$ cat src/rtl/vend_ctrl_p.sv
`default_nettype none
// +----------------------------------------------------------------------------+
// | Module      : vend_ctrl_p                                                  |
// | Description : Coin-operated vending controller. Credits coins, vends a     |
// |               selected product, returns change greedily in 10/5 rs coins,  |
// |               and tracks per-product stock with restock and sold-out flags.|
// | Revision    : 1.0 - initial release                                        |
// +----------------------------------------------------------------------------+
module vend_ctrl_p #(
  parameter int N_PROD     = 4,
  parameter int PRICE_STEP = 1,
  parameter int BAL_W      = 6,
  parameter int MAX_BAL    = 20,
  parameter int STOCK_W    = 4,
  parameter int STOCK_INIT = 8,
  localparam int SEL_W     = (N_PROD > 1) ? $clog2(N_PROD) : 1
) (
  input  logic              clk,
  input  logic              rst_n,
  input  logic [1:0]        coin,
  input  logic              sel_valid,
  input  logic [SEL_W-1:0]  sel,
  input  logic              cancel,
  input  logic              restock,
  output logic              dispense,
  output logic [SEL_W-1:0]  disp_id,
  output logic              chg_valid,
  output logic [1:0]        chg_coin,
  output logic [BAL_W-1:0]  balance,
  output logic              busy,
  output logic              coin_reject,
  output logic              sel_err,
  output logic [N_PROD-1:0] sold_out
);

  typedef enum logic [1:0] {
    S_COLLECT = 2'd0,
    S_VEND    = 2'd1,
    S_CHANGE  = 2'd2
  } state_t;

  localparam logic [BAL_W:0]   MAX_SUM    = (BAL_W+1)'(MAX_BAL);
  localparam logic [STOCK_W-1:0] STOCK_FULL = STOCK_W'(STOCK_INIT);

  state_t             state;
  logic [STOCK_W-1:0] stock [N_PROD];

  logic [2:0]       coin_units;
  logic [BAL_W:0]   coin_sum;
  logic             coin_fits;
  logic             sel_in_range;
  logic             sel_ok;
  logic [BAL_W-1:0] sel_price;
  logic [BAL_W-1:0] vend_price;
  logic [BAL_W-1:0] vend_left;
  logic [BAL_W-1:0] chg_units;
  logic [BAL_W-1:0] chg_left;

  // Price of product id is (id+1) price steps.
  function automatic logic [BAL_W-1:0] price_of(input logic [SEL_W-1:0] id);
    return BAL_W'((int'(id) + 1) * PRICE_STEP);
  endfunction

  // Coin valuation, selection acceptance and balance arithmetic for this cycle.
  always_comb begin
    case (coin)
      2'b01:   coin_units = 3'd1;
      2'b10:   coin_units = 3'd2;
      2'b11:   coin_units = 3'd4;
      default: coin_units = 3'd0;
    endcase
    coin_sum     = {1'b0, balance} + (BAL_W+1)'(coin_units);
    coin_fits    = (coin_sum <= MAX_SUM);
    sel_in_range = (int'(sel) < N_PROD);
    sel_price    = price_of(sel);
    sel_ok       = sel_in_range && (stock[sel] != '0) && (balance >= sel_price);
    vend_price   = price_of(disp_id);
    vend_left    = balance - vend_price;
    // Greedy change: a 10 rs coin whenever two units remain, else a 5 rs coin.
    chg_units    = (balance >= BAL_W'(2)) ? BAL_W'(2) : BAL_W'(1);
    chg_left     = balance - chg_units;
  end

  // Transaction FSM with registered pulse outputs and balance.
  always_ff @(posedge clk or negedge rst_n) begin
    if (!rst_n) begin
      state       <= S_COLLECT;
      balance     <= '0;
      disp_id     <= '0;
      dispense    <= 1'b0;
      chg_valid   <= 1'b0;
      chg_coin    <= 2'b00;
      busy        <= 1'b0;
      coin_reject <= 1'b0;
      sel_err     <= 1'b0;
    end else begin
      dispense    <= 1'b0;
      chg_valid   <= 1'b0;
      coin_reject <= 1'b0;
      sel_err     <= 1'b0;
      case (state)
        S_COLLECT: begin
          if (cancel && (balance != '0)) begin
            // Cancel wins; a same-cycle coin is handed back.
            state       <= S_CHANGE;
            busy        <= 1'b1;
            coin_reject <= (coin != 2'b00);
          end else if (sel_valid && sel_ok) begin
            // Dispense pulse covers the single VEND cycle.
            state       <= S_VEND;
            busy        <= 1'b1;
            disp_id     <= sel;
            dispense    <= 1'b1;
            coin_reject <= (coin != 2'b00);
          end else begin
            sel_err <= sel_valid;
            if (coin != 2'b00) begin
              if (coin_fits) balance <= coin_sum[BAL_W-1:0];
              else           coin_reject <= 1'b1;
            end
          end
        end
        S_VEND: begin
          coin_reject <= (coin != 2'b00);
          balance     <= vend_left;
          if (vend_left != '0) begin
            state <= S_CHANGE;
          end else begin
            state <= S_COLLECT;
            busy  <= 1'b0;
          end
        end
        S_CHANGE: begin
          coin_reject <= (coin != 2'b00);
          chg_valid   <= 1'b1;
          chg_coin    <= (chg_units == BAL_W'(2)) ? 2'b10 : 2'b01;
          balance     <= chg_left;
          if (chg_left == '0) begin
            state <= S_COLLECT;
            busy  <= 1'b0;
          end
        end
        default: begin
          state <= S_COLLECT;
          busy  <= 1'b0;
        end
      endcase
    end
  end

  // Stock counters: decrement at the end of VEND, restock overrides everything.
  always_ff @(posedge clk or negedge rst_n) begin
    if (!rst_n) begin
      for (int i = 0; i < N_PROD; i++) stock[i] <= STOCK_FULL;
    end else begin
      for (int i = 0; i < N_PROD; i++) begin
        if (restock) begin
          stock[i] <= STOCK_FULL;
        end else if ((state == S_VEND) && (int'(disp_id) == i) && (stock[i] != '0)) begin
          stock[i] <= stock[i] - STOCK_W'(1);
        end
      end
    end
  end

  generate
    for (genvar g = 0; g < N_PROD; g++) begin : g_sold
      assign sold_out[g] = (stock[g] == '0);
    end
  endgenerate

endmodule
`default_nettype wire

$ cat config.mk
export PLATFORM = sky130hd
export DESIGN_NAME = vend_ctrl_p
export DESIGN_NICKNAME = d
export VERILOG_FILES = /design/src/rtl/vend_ctrl_p.sv
export SDC_FILE = /design/constraint.sdc
export NUM_CORES = 1
export LEC_CHECK = 0
export ABC_AREA = 1
export CORE_ASPECT_RATIO = 1.75
export CORE_MARGIN = 5
export CORE_UTILIZATION = 45
export CTS_CLUSTER_SIZE = 25
export DETAILED_ROUTE_END_ITERATION = 16
export PLACE_DENSITY = 0.71
export RECOVER_POWER = 25
export SYNTH_ARGS = -nofsm -noshare
export SYNTH_HDL_FRONTEND = slang
export SYNTH_SLANG_ARGS = --single-unit
export TNS_END_PERCENT = 30
$ cat constraint.sdc
create_clock -name clk -period 2.7 [get_ports clk]
set_input_delay 0.405 -clock clk [delete_from_list [all_inputs] [get_ports clk]]
set_output_delay 0.405 -clock clk [all_outputs]
set_load 0.02 [all_outputs]
; After elaboration in Yosys (flattened, before gate mapping)
; Cells that the tools add are included.
[totals]
latchBits = 0
mem_count = 0
out_inout_bits = 19
word_cells = 121
ramBits = 0
in_bits = 9
rom_bits = 0
register_bits = 33
[op_classes]
n_shift = 0
n_reduce_logical = 36
eq_ne = 16
n_bitwise = 2
div = 0
mul = 0
n_addsub = 9
mux = 41
magnitude_cmp = 4
[ops]
columns = cell, n
row1 = 2-to-1 mux 4 bit, 10
row2 = 2-to-1 mux 6 bit, 4
row3 = nonzero test 4 bit, 5
row4 = one-hot mux 6 bit (3 select lines), 1
row5 = zero test 4 bit, 4
row6 = "subtractor 4 x 1 -> 4 bit, second input constant", 4
row7 = 2-to-1 mux 1 bit, 15
row8 = "== test 2 bit, second input constant", 6
row9 = 2-to-1 mux 2 bit, 6
row10 = "!= test 2 bit, second input constant", 6
row11 = nonzero test 6 bit, 2
row12 = logical AND 1 bit, 11
row13 = nonzero test 2 bit, 5
row14 = one-hot mux 3 bit (3 select lines), 1
row15 = binary-select mux 4 bit (select 2 bit), 1
row16 = adder 6 x 3 -> 7 bit, 1
row17 = "<= comparator 7 x 5 -> 1 bit, second input constant", 1
row18 = "adder 2 x 1 -> 3 bit, second input constant", 2
row19 = "== test 2 x 1 -> 1 bit, second input constant", 3
row20 = ">= comparator 6 x 2 -> 1 bit, second input constant", 1
row21 = >= comparator 6 x 3 -> 1 bit, 1
row22 = zero test 6 bit, 1
row23 = one-hot mux 2 bit (3 select lines), 1
row24 = AND reduction 3 bit, 2
row25 = 13 further kinds, 14

; Longest topological paths before layout
; Gate-level depths: netlist of run 1.
[depth]
depth_word = 10
depth_mapped = 17
mapped_depth_nobuf = 17

; Worst setup path after synthesis of run 1
; Ideal clock, no wire load.
[synth_path]
path_kind = reg2reg
from = register balance[1]
to = register state[0]
setup_time_ns = 0.076
path_buffers = 0
slack_ns = 0.304
required_time_ns = 2.624
path_stages_with_launch = 15
period_less_slack_ns = 2.396
t_arrival_ns = 2.320
cell_sequence = dfrtp_1 > inv_1 > nand4_4 > inv_2 > ha_1 > fa_1 > xnor2_1 > nand3_1 > nand2_1 > nand2_1 > inv_1 > nand3_1 > nor2_1 > nand2_1 > o21ai_1
[synth_between]
elab_chain_len = 6
word_cells_on_any_way = 14
classes_between = add/sub: 1 / order compare: 2 / eq/ne: 2 / mux: 3 / reduce/logical: 6
[synth_rtl]
columns = element, line
row1 = start: declaration, 29  ; output logic [BAL_W-1:0] balance,
row2 = start signal: assignment, 118  ; if (coin_fits) balance <= coin_sum[BAL_W-1:0];
row3 = start signal: assignment, 125  ; balance <= vend_left;
row4 = start signal: assignment, 137  ; balance <= chg_left;
row5 = >= comparator 6 x 2 -> 1 bit, 80  ; chg_units = (balance >= BAL_W'(2)) ? BAL_W'(2) : BAL_W'(1);
row6 = 2-to-1 mux 2 bit, 80
row7 = subtractor 6 x 2 -> 6 bit, 81  ; chg_left = balance - chg_units;
row8 = zero test 6 bit, 138  ; if (chg_left == '0) begin
row9 = != test 2 bit (no line), --
row10 = AND reduction 2 bit (no line), --
row11 = end signal: assignment, 87  ; state <= S_COLLECT;
row12 = end signal: assignment, 139  ; state <= S_COLLECT;
row13 = end signal: assignment, 144  ; state <= S_COLLECT;
row14 = end: declaration, 45  ; state_t state;
; Parallel ways exist; a longest one is shown, timed or not.
; A chain may end at the register's enable or synchronous reset.

; Worst setup path after layout of run 1
[layout_path]
from = register balance[4]
to = register state[1]
; Same word-level chain as after synthesis.

==> metrics.txt, run 1 <==
most frequent cells in the layout=nand2_1 (77), inv_1 (55), nand3_1 (41); Clock Sink Count=33; normalized max-slew margin=-17.23%; CTS buffer count=5; warnings from Yosys=0; PortBufs=27; Crit path required time=2900 ps; post-route insts no fill=445; TNS Setup=0 ps; register area share after synthesis=33.50%; vias in the first global route=2,347; maximum vdd drop=0.5276 mV; Period Utilization, post-route=90.43%; HPWL Detailed=4689 um; synth top area cells=dfrtp_1 (29%), nand2_1 (12%), ha_1 (12%); Skew-Pair Late Insertion Delay=280 ps; failing checks=capacitance limit, slew limit; number of H-tree levels=2; Crit Path Class=reg2reg; Worst Path Max Fanout=5; Highest Clock Rate=0.4095 GHz; Reg power frac=23.8%; die width=66.12 um; Mapped Area=2480 um^2; type of the tightest min-delay check=reg2reg; outcome=complete, but fails checks; die height=108.2 um; initial drt markers=56; Initial Util=46.80%; share of cells above drive strength 1=8.356%; area leader, netlist=dfrtp_1; async set-reset flop share out of synthesis=100.0%; final hold slack=483.6 ps; first-pass GRT wire length=10,070 um; Site Rows=35; n_diodes=0; Root Driver=clkbuf_8; Post-DRT Antenna Nets=0; Int Power=1.655 mW; CTS Hold Bufs=0; fillers=511; CTS tree=yes; vias=2,263; Reg clk slew, reported paths=70 ps; RSZ-0062 raised after global routing=false; Synth top area share=29.26%; most common cell after layout, fill and taps aside=nand2_1; average routed wire per standard cell=13.12 um; Die Outline Area=7154 um^2; WL final=5840 um; I/O pins=28; P_sw=1.626 mW; fin crit period=2442 ps; Placed Area=2865 um^2; Post-CTS Resized=0; Post-Synthesis Cells=333; initial antenna violation count=0; crit end category=flop; largest net degree at the start of global routing=34; Avg Cell Area, Syn=7.447 um^2; DRC viols=0; Synthesized Nets=368; EDFF count, synth=0; Setup Viol. Count Final=0; Power Density=1114 nW/um^2; number of max-cap violations=1; grt total ovfl=0; Net Sw Frac=49.55%; worst slew pin tran=1758 ps; Max Clock Skew=8.287 ps; Hold Violations, Final=0; vias per inst=5.085; clk buf depth=2; GRT Total Usage=18.11%; P&R area growth vs syn=18.72%; Leak Pwr=1.494 nW; Post-CTS Setup Bufs=0; GPL Wtd Cong=0.9507; 1st-pass router iterations=7; fin area=2944 um^2; Main synth FF type=dfrtp_1; Clock power frac=10.9%; Gate power share=65.3%; Cells after DPL=437; count of pins over their slew limit=34; #FFs+latches synth=33; fin nets=405; post-synth cell types=32; core box area=5299 um^2; startpoint type of the worst setup path=flop; Worst Path Arrival=2640 ps
-- cells in the mapped netlist, drive strengths merged (2+ instances only) --
cell type	n
nand2	81
buf	2
dfstp	4
clkbuf	2
o21ai	14
or2	2
nand3	41
dfrtp	29
a31oi	3
a21oi	16
inv	58
xnor2	2
o22ai	2
nor3	2
a211oi	4
xor2	3
nand4	4
ha	23
fa	3
nor2	31
o21a	5
-- cell type report --
type,count,area (um^2),share of cell area (%)
clock buffer,6,72.57,2.465
multi-input combinational,237,1398,47.47
clock inverter,2,10.01,0.3400
inverter,59,221.5,7.522
sequential,33,830.8,28.22
tap,74,92.59,3.145
timing repair buffer,34,319.1,10.84
-- path summary, 6_finish.rpt --
path,from,end,slack [ps],cells after the start
worst max-delay path,balance[4]$_DFFE_PN0P_,state[1]$_DFFE_PN0P_,260,14
max in group asynchronous,rst_n,sel_err$_DFF_PN0_,550,2
min in group asynchronous,rst_n,stock[2]$_DFFE_PN0P_,1120,2
worst min register to register,busy$_DFFE_PN0P_,busy$_DFFE_PN0P_,480,2
worst min-delay path,busy$_DFFE_PN0P_,busy$_DFFE_PN0P_,480,2
worst max register to register,balance[4]$_DFFE_PN0P_,state[1]$_DFFE_PN0P_,260,14
-- state kept, by name, indices dropped and copies added, names as in the netlist --
signal,cells
coin_reject,1
dispense,1
busy,1
stock,16
disp_id,2
sel_err,1
state,2
balance,6
chg_coin,2
chg_valid,1
-- metal layers --
| metal | vias to the layer above | track usage [%] | wire length [um] |
|---|---|---|---|
| met5 | - | 0 | 0 |
| met4 | 0 | 11.48 | 280 |
| met3 | 23 | 2.079 | 145 |
| met2 | 56 | 34.40 | 3190 |
| met1 | 1048 | 17.72 | 2222 |
| li1 | 1136 | - | - |
-- power by group through the flow --
stage               clock network [mW]  logic (mW)  registers (mW)
floorplan                            0        1.38           0.896
global placement                     0        2.11           0.783
detailed placement                   0        2.14           0.787
CTS                              0.366        2.15           0.780
global route                     0.378        2.42           0.801
finish                           0.358        2.14           0.779
-- critical path, stage by stage (launching register included) --
cell	delay, ps
dfrtp_1	520
nor2_8	90
nand4_4	90
inv_2	70
ha_1	220
fa_1	430
xnor2_1	220
nand3_1	90
nand2_1	60
nand2_1	50
inv_1	50
nand3_1	90
nor2_1	230
nand2_1	70
o21ai_1	90
-- through the flow --
step / utilization (%) / power [mW] / setup WS, ps
after floorplan: - / 2.276 / 303.9
after global placement: 54.07 / 2.890 / 80.74
after detailed placement: 54.07 / 2.925 / -3.116
after CTS: 55.63 / 3.299 / 269.7
after global routing: 55.56 / 3.600 / 66.82
final: 55.56 / 3.281 / 258.3
-- kinds of logic (layout without fill, tap and decap cells) --
family	Yosys count	in the layout	synth area share, %
AO/OA/AOI/OAI	44	44	10.49
XOR/XNOR	5	5	1.766
adder cells (fa/ha/maj)	26	26	14.03
buffers and inverters	63	101	10.14
flip-flops	33	33	33.50
AND/OR/NAND/NOR	162	162	30.07
Note: power is estimated with default switching activity, not from simulation.
==> inputs of run 2 (changes only) <==
- CTS_BUF_LIST: default -> sky130_fd_sc_hd__clkbuf_16
==> run 2 against run 1 <==
Critical path type unchanged. Combinational power is essentially flat. Critical endpoint unchanged. Hold slack lost 3.7 ps. Clock-buffer cell count shrank 1. Total power grew 5.8%. Die area is the same. Largest cell class unchanged. Flip-flop and latch count is the same. Sequential power is essentially flat. Final cell count is the same. Setup slack lost 3.4 ps. Register-to-register slack is essentially flat. The run still ends with capacitance limit, slew limit left. Global-route usage grew 0.13 points.
==> metrics.txt, run 2 (synthesis gave the netlist of run 1 again) <==
worst slew pin tran=1749 ps (-9.693 ps); number of H-tree levels=2 (unchanged); first-pass GRT wire length=10,120 um (+0.41%); DRC viols=0 (unchanged); Max Clock Skew=4.916 ps (-3.371 ps); type of the tightest min-delay check=reg2reg; fin crit period=2445 ps (+3.381 ps); GPL Wtd Cong=0.9507 (unchanged); Critical R2R Launch=balance[4]$_DFFE_PN0P_; Worst Hold Path EP=busy$_DFFE_PN0P_; Critical R2R Capture=state[1]$_DFFE_PN0P_; fin area=3000 um^2 (+1.9%); 1st-pass router iterations=4 (-3); largest net degree at the start of global routing=34 (unchanged); Post-DRT Antenna Nets=0 (unchanged); maximum vdd drop=0.5443 mV (+3.2%); I/O pins=28 (unchanged); die width=66.12 um (unchanged); vias=2,265 (+0.088%); vias in the first global route=2,368 (+0.89%); WL final=5901 um (+1.0%); CP max stage delay=520 ps (about the same); GRT Total Usage=18.24% (+0.13 points); setup ws final=254.9 ps (-3.381 ps); HPWL Detailed=4689 um (unchanged); CTS tree=yes; normalized max-slew margin=-16.59% (+0.65 points); CTS buffer count=5 (unchanged); Period Utilization, post-route=90.56% (+0.13 points); most used cell, CP=nand2_1; Root Driver=clkbuf_16; Power Density=1156 nW/um^2 (+3.8%); CP max-delay cell=dfrtp_1; post-route insts no fill=445 (unchanged); Hold Crit Depth=2 (unchanged); core box area=5299 um^2 (unchanged); max reg flops=16 (unchanged); grt total ovfl=0 (unchanged); final hold slack=479.9 ps (-3.670 ps); Largest regs=stock: 16 flops, balance: 6 flops; Util after Layout=56.62% (+1.1 points); Hold Violations, Final=0 (unchanged); Cells after DPL=437 (unchanged); Tot Pwr=3.470 mW (+5.8%); Skew-Pair Late Insertion Delay=280 ps (about the same); fin nets=405 (unchanged); Leak Pwr=1.524 nW (+2.0%); most frequent cells in the layout=nand2_1 (77), inv_1 (56), nand3_1 (41); startpoint type of the worst setup path=flop; Most flops, register=stock; CTS Hold Bufs=0 (unchanged); Post-CTS Resized=0 (unchanged); hold path startpoint=busy$_DFFE_PN0P_; count of pins over their slew limit=34 (unchanged); PortBufs=27 (unchanged); vias per inst=5.090 (about the same); worst-path cell chain=nor2_8 > nand4_4 > inv_2 > ha_1 > fa_1 > xnor2_1 > nand3_1 > nand2_1 > nand2_1 > inv_1 > nand3_1 > nor2_1 > nand2_1 > o21ai_1; Crit Path Class=reg2reg; share of cells above drive strength 1=8.356% (unchanged); RSZ-0062 raised after global routing=false; n_diodes=0 (unchanged); Setup Viol. Count Final=0 (unchanged); failing checks=capacitance limit, slew limit; Worst Path Arrival=2640 ps (about the same); P&R area growth vs syn=20.99%; initial antenna violation count=0 (unchanged); worst reg2reg path depth=14 (unchanged); fillers=500 (-2.2%); Buf/Inv on CP=2 (unchanged); crit end category=flop; Crit path required time=2890 ps (about the same); most common cell after layout, fill and taps aside=nand2_1; outcome=complete, but fails checks; Site Rows=35 (unchanged); number of max-cap violations=1 (unchanged); kind of cell adding the most delay to the critical path=simple AND/OR/NAND/NOR gates; die height=108.2 um (unchanged); Worst Path Max Fanout=5 (unchanged); TNS Setup=0 ps (unchanged); Post-CTS Setup Bufs=0 (unchanged); dpl ws=-3.116 ps (unchanged); Die Outline Area=7154 um^2 (unchanged); Initial Util=46.80% (unchanged); average routed wire per standard cell=13.26 um (+1.0%); initial drt markers=55 (-1.8%); clk buf depth=2 (unchanged); Highest Clock Rate=0.4090 GHz (-0.14%); Clock Sink Count=33 (unchanged); Reg clk slew, reported paths=50 ps (-20 ps); Placed Area=2865 um^2 (unchanged); r2r setup slk=250 ps (about the same)
run 2: where the power goes:
| part | internal, mW | switching (mW) |
|---|---|---|
| registers | 0.654 | 0.128 |
| clock network | 0.334 | 0.203 |
| logic | 0.823 | 1.33 |
| total | 1.81 | 1.66 |
run 2: worst reg2reg max path, cell delays in order, from the launching register on:
cell	delay [ps]
dfrtp_1	520
nor2_8	90
nand4_4	90
inv_2	70
ha_1	220
fa_1	420
xnor2_1	220
nand3_1	90
nand2_1	60
nand2_1	50
inv_1	50
nand3_1	90
nor2_1	230
nand2_1	70
o21ai_1	90
run 2: how the worst max path moves through the flow:
stage	start	endpoint	cells after the start
floorplan	balance[1]$_DFFE_PN0P_	state[0]$_DFFE_PN0P_	14
global placement	coin[1]	balance[4]$_DFFE_PN0P_	14
detailed placement	coin[1]	balance[2]$_DFFE_PN0P_	14
CTS	balance[4]$_DFFE_PN0P_	state[1]$_DFFE_PN0P_	14
global route	balance[4]$_DFFE_PN0P_	state[1]$_DFFE_PN0P_	14
finish	balance[4]$_DFFE_PN0P_	state[1]$_DFFE_PN0P_	14
run 2: metal layers:
layer	track usage [%]	vias up	share of wire, %
li1	-	1137	-
met1	17.91	1048	38
met2	34.19	55	54
met3	2.391	25	2.5
met4	11.92	0	5.1
met5	0	-	0
run 2: area by class of cell:
class / instances / area [um^2] / area share (%)
Multi-Input combinational cell: 237 / 1398 / 46.58
Sequential cell: 33 / 830.8 / 27.69
Timing Repair Buffer: 34 / 319.1 / 10.63
Inverter: 59 / 221.5 / 7.381
Clock buffer: 5 / 125.1 / 4.170
Tap cell: 74 / 92.59 / 3.086
Clock inverter: 3 / 13.76 / 0.4587
==> inputs of run 3 (changes only) <==
- CTS_BUF_LIST: sky130_fd_sc_hd__clkbuf_16 -> sky130_fd_sc_hd__clkbuf_2 sky130_fd_sc_hd__clkbuf_4 sky130_fd_sc_hd__clkbuf_8
==> run 3 against run 2 <==
The run still ends with capacitance limit, slew limit left. First-iteration DRC count rose by 33%. Final cell count did not move. Clock-buffer cell count rose by 1. Critical endpoint unchanged. Largest cell class unchanged.
==> metrics.txt, run 3 (synthesis gave the netlist of run 1 again) <==
outcome=complete, but fails checks; failing checks=capacitance limit, slew limit; worst slew pin tran=1756 ps (+6.720 ps); vias=2,263 (-0.088%); initial drt markers=73 (+33%); maximum vdd drop=0.5287 mV (-2.9%); HPWL Detailed=4689 um (unchanged); DRC viols=0 (unchanged); Setup Viol. Count Final=0 (unchanged); Most flops, register=stock; CTS buffer count=5 (unchanged); Die Outline Area=7154 um^2 (unchanged); normalized max-slew margin=-17.04% (-0.45 points); number of max-cap violations=1 (unchanged); Placed Area=2865 um^2 (unchanged); type of the tightest min-delay check=reg2reg; Power Density=1115 nW/um^2 (-3.6%); Skew-Pair Late Insertion Delay=280 ps (about the same); fin area=2948 um^2 (-1.8%); post-route insts no fill=445 (unchanged); Root Driver=clkbuf_8; n_diodes=0 (unchanged); fin nets=405 (unchanged); fillers=512 (+2.4%); vias per inst=5.085 (about the same); count of pins over their slew limit=34 (unchanged); FF/Latch Area=830.8 um^2 (unchanged); Max Clock Skew=7.482 ps (+2.566 ps); max reg flops=16 (unchanged); startpoint type of the worst setup path=flop; Post-CTS Resized=0 (unchanged); vias in the first global route=2,339 (-1.2%); grt total ovfl=0 (unchanged); Post-DRT Antenna Nets=0 (unchanged); fin crit period=2434 ps (-11.38 ps); Clock Sink Count=33 (unchanged); share of cells above drive strength 1=8.625% (+0.27 points); P&R area growth vs syn=18.87%; TNS Setup=0 ps (unchanged); die height=108.2 um (unchanged); dpl ws=-3.116 ps (unchanged); Hold Violations, Final=0 (unchanged); Worst Path Max Fanout=5 (unchanged); Site Rows=35 (unchanged); RSZ-0062 raised after global routing=false; Period Utilization, post-route=90.14% (-0.42 points); Highest Clock Rate=0.4109 GHz (+0.47%); most common cell after layout, fill and taps aside=nand2_1; number of H-tree levels=2 (unchanged); CTS Hold Bufs=0 (unchanged); Worst Path Arrival=2630 ps (about the same); largest net degree at the start of global routing=34 (unchanged); die width=66.12 um (unchanged); Tot Pwr=3.286 mW (-5.3%); GPL Wtd Cong=0.9507 (unchanged); CTS tree=yes; WL final=5829 um (-1.2%); Multi-input gate area=1398 um^2 (unchanged); Util after Layout=55.63% (-0.99 points); Reg clk slew, reported paths=70 ps (+20 ps); 1st-pass router iterations=4 (unchanged); initial antenna violation count=0 (unchanged); GRT Total Usage=18.09% (-0.15 points); final hold slack=483.6 ps (+3.667 ps); Cells after DPL=437 (unchanged); setup ws final=266.3 ps (+11.38 ps); core box area=5299 um^2 (unchanged); I/O pins=28 (unchanged); Initial Util=46.80% (unchanged); Crit path required time=2900 ps (about the same); Largest regs=stock: 16 flops, balance: 6 flops; clk buf depth=2 (unchanged); first-pass GRT wire length=10,060 um (-0.54%); most frequent cells in the layout=nand2_1 (77), inv_1 (55), nand3_1 (41); average routed wire per standard cell=13.10 um (-1.2%); crit end category=flop; PortBufs=27 (unchanged); Leak Pwr=1.497 nW (-1.7%); Post-CTS Setup Bufs=0 (unchanged); Crit Path Class=reg2reg
==> run 3: cell count changes in the layout (fill, tap and decap cells not counted), sizes merged <==
cell / delta
clkbuf: +1
inv: -1
==> run 3: per-layer routing <==
metal | GRT usage, % | share of wire, % | up-vias
met5 | 0 | 0 | -
met4 | 11.19 | 4.6 | 0
met3 | 2.079 | 2.6 | 21
met2 | 34.47 | 55 | 54
met1 | 17.72 | 38 | 1053
li1 | - | - | 1135
==> run 3: cell type report <==
| type | instances | area share [%] |
|---|---|---|
| clock buffer | 6 | 2.589 |
| clock inverter | 2 | 0.3396 |
| inverter | 59 | 7.513 |
| multi-input combinational | 237 | 47.41 |
| sequential | 33 | 28.18 |
| tap | 74 | 3.141 |
| timing repair buffer | 34 | 10.82 |
==> run 3: where the power goes <==
group	total, mW	internal (mW)	leakage, nW	switching (mW)
clock	0.366	0.189	0.0484	0.178
sequential	0.780	0.653	0.422	0.127
combinational	2.14	0.823	1.03	1.32
total	3.29	1.66	1.50	1.62
==> run 3: path summary, 6_finish.rpt <==
check                      slack [ps]  cells after the start                    from                   end
min in group asynchronous        1120                      2                   rst_n  stock[2]$_DFFE_PN0P_
max reg2reg                       270                     14  balance[4]$_DFFE_PN0P_  state[1]$_DFFE_PN0P_
min                               480                      2        busy$_DFFE_PN0P_      busy$_DFFE_PN0P_
max in group asynchronous         560                      2                   rst_n     sel_err$_DFF_PN0_
min reg2reg                       480                      2        busy$_DFFE_PN0P_      busy$_DFFE_PN0P_
max                               270                     14  balance[4]$_DFFE_PN0P_  state[1]$_DFFE_PN0P_
==> run 3: worst max-delay path, cell delays in order, from the launching register on <==
cell and delay, ps:
dfrtp_1 520, nor2_8 90, nand4_4 90, inv_2 70
ha_1 220, fa_1 420, xnor2_1 210, nand3_1 90
nand2_1 60, nand2_1 50, inv_1 50, nand3_1 90
nor2_1 230, nand2_1 70, o21ai_1 90
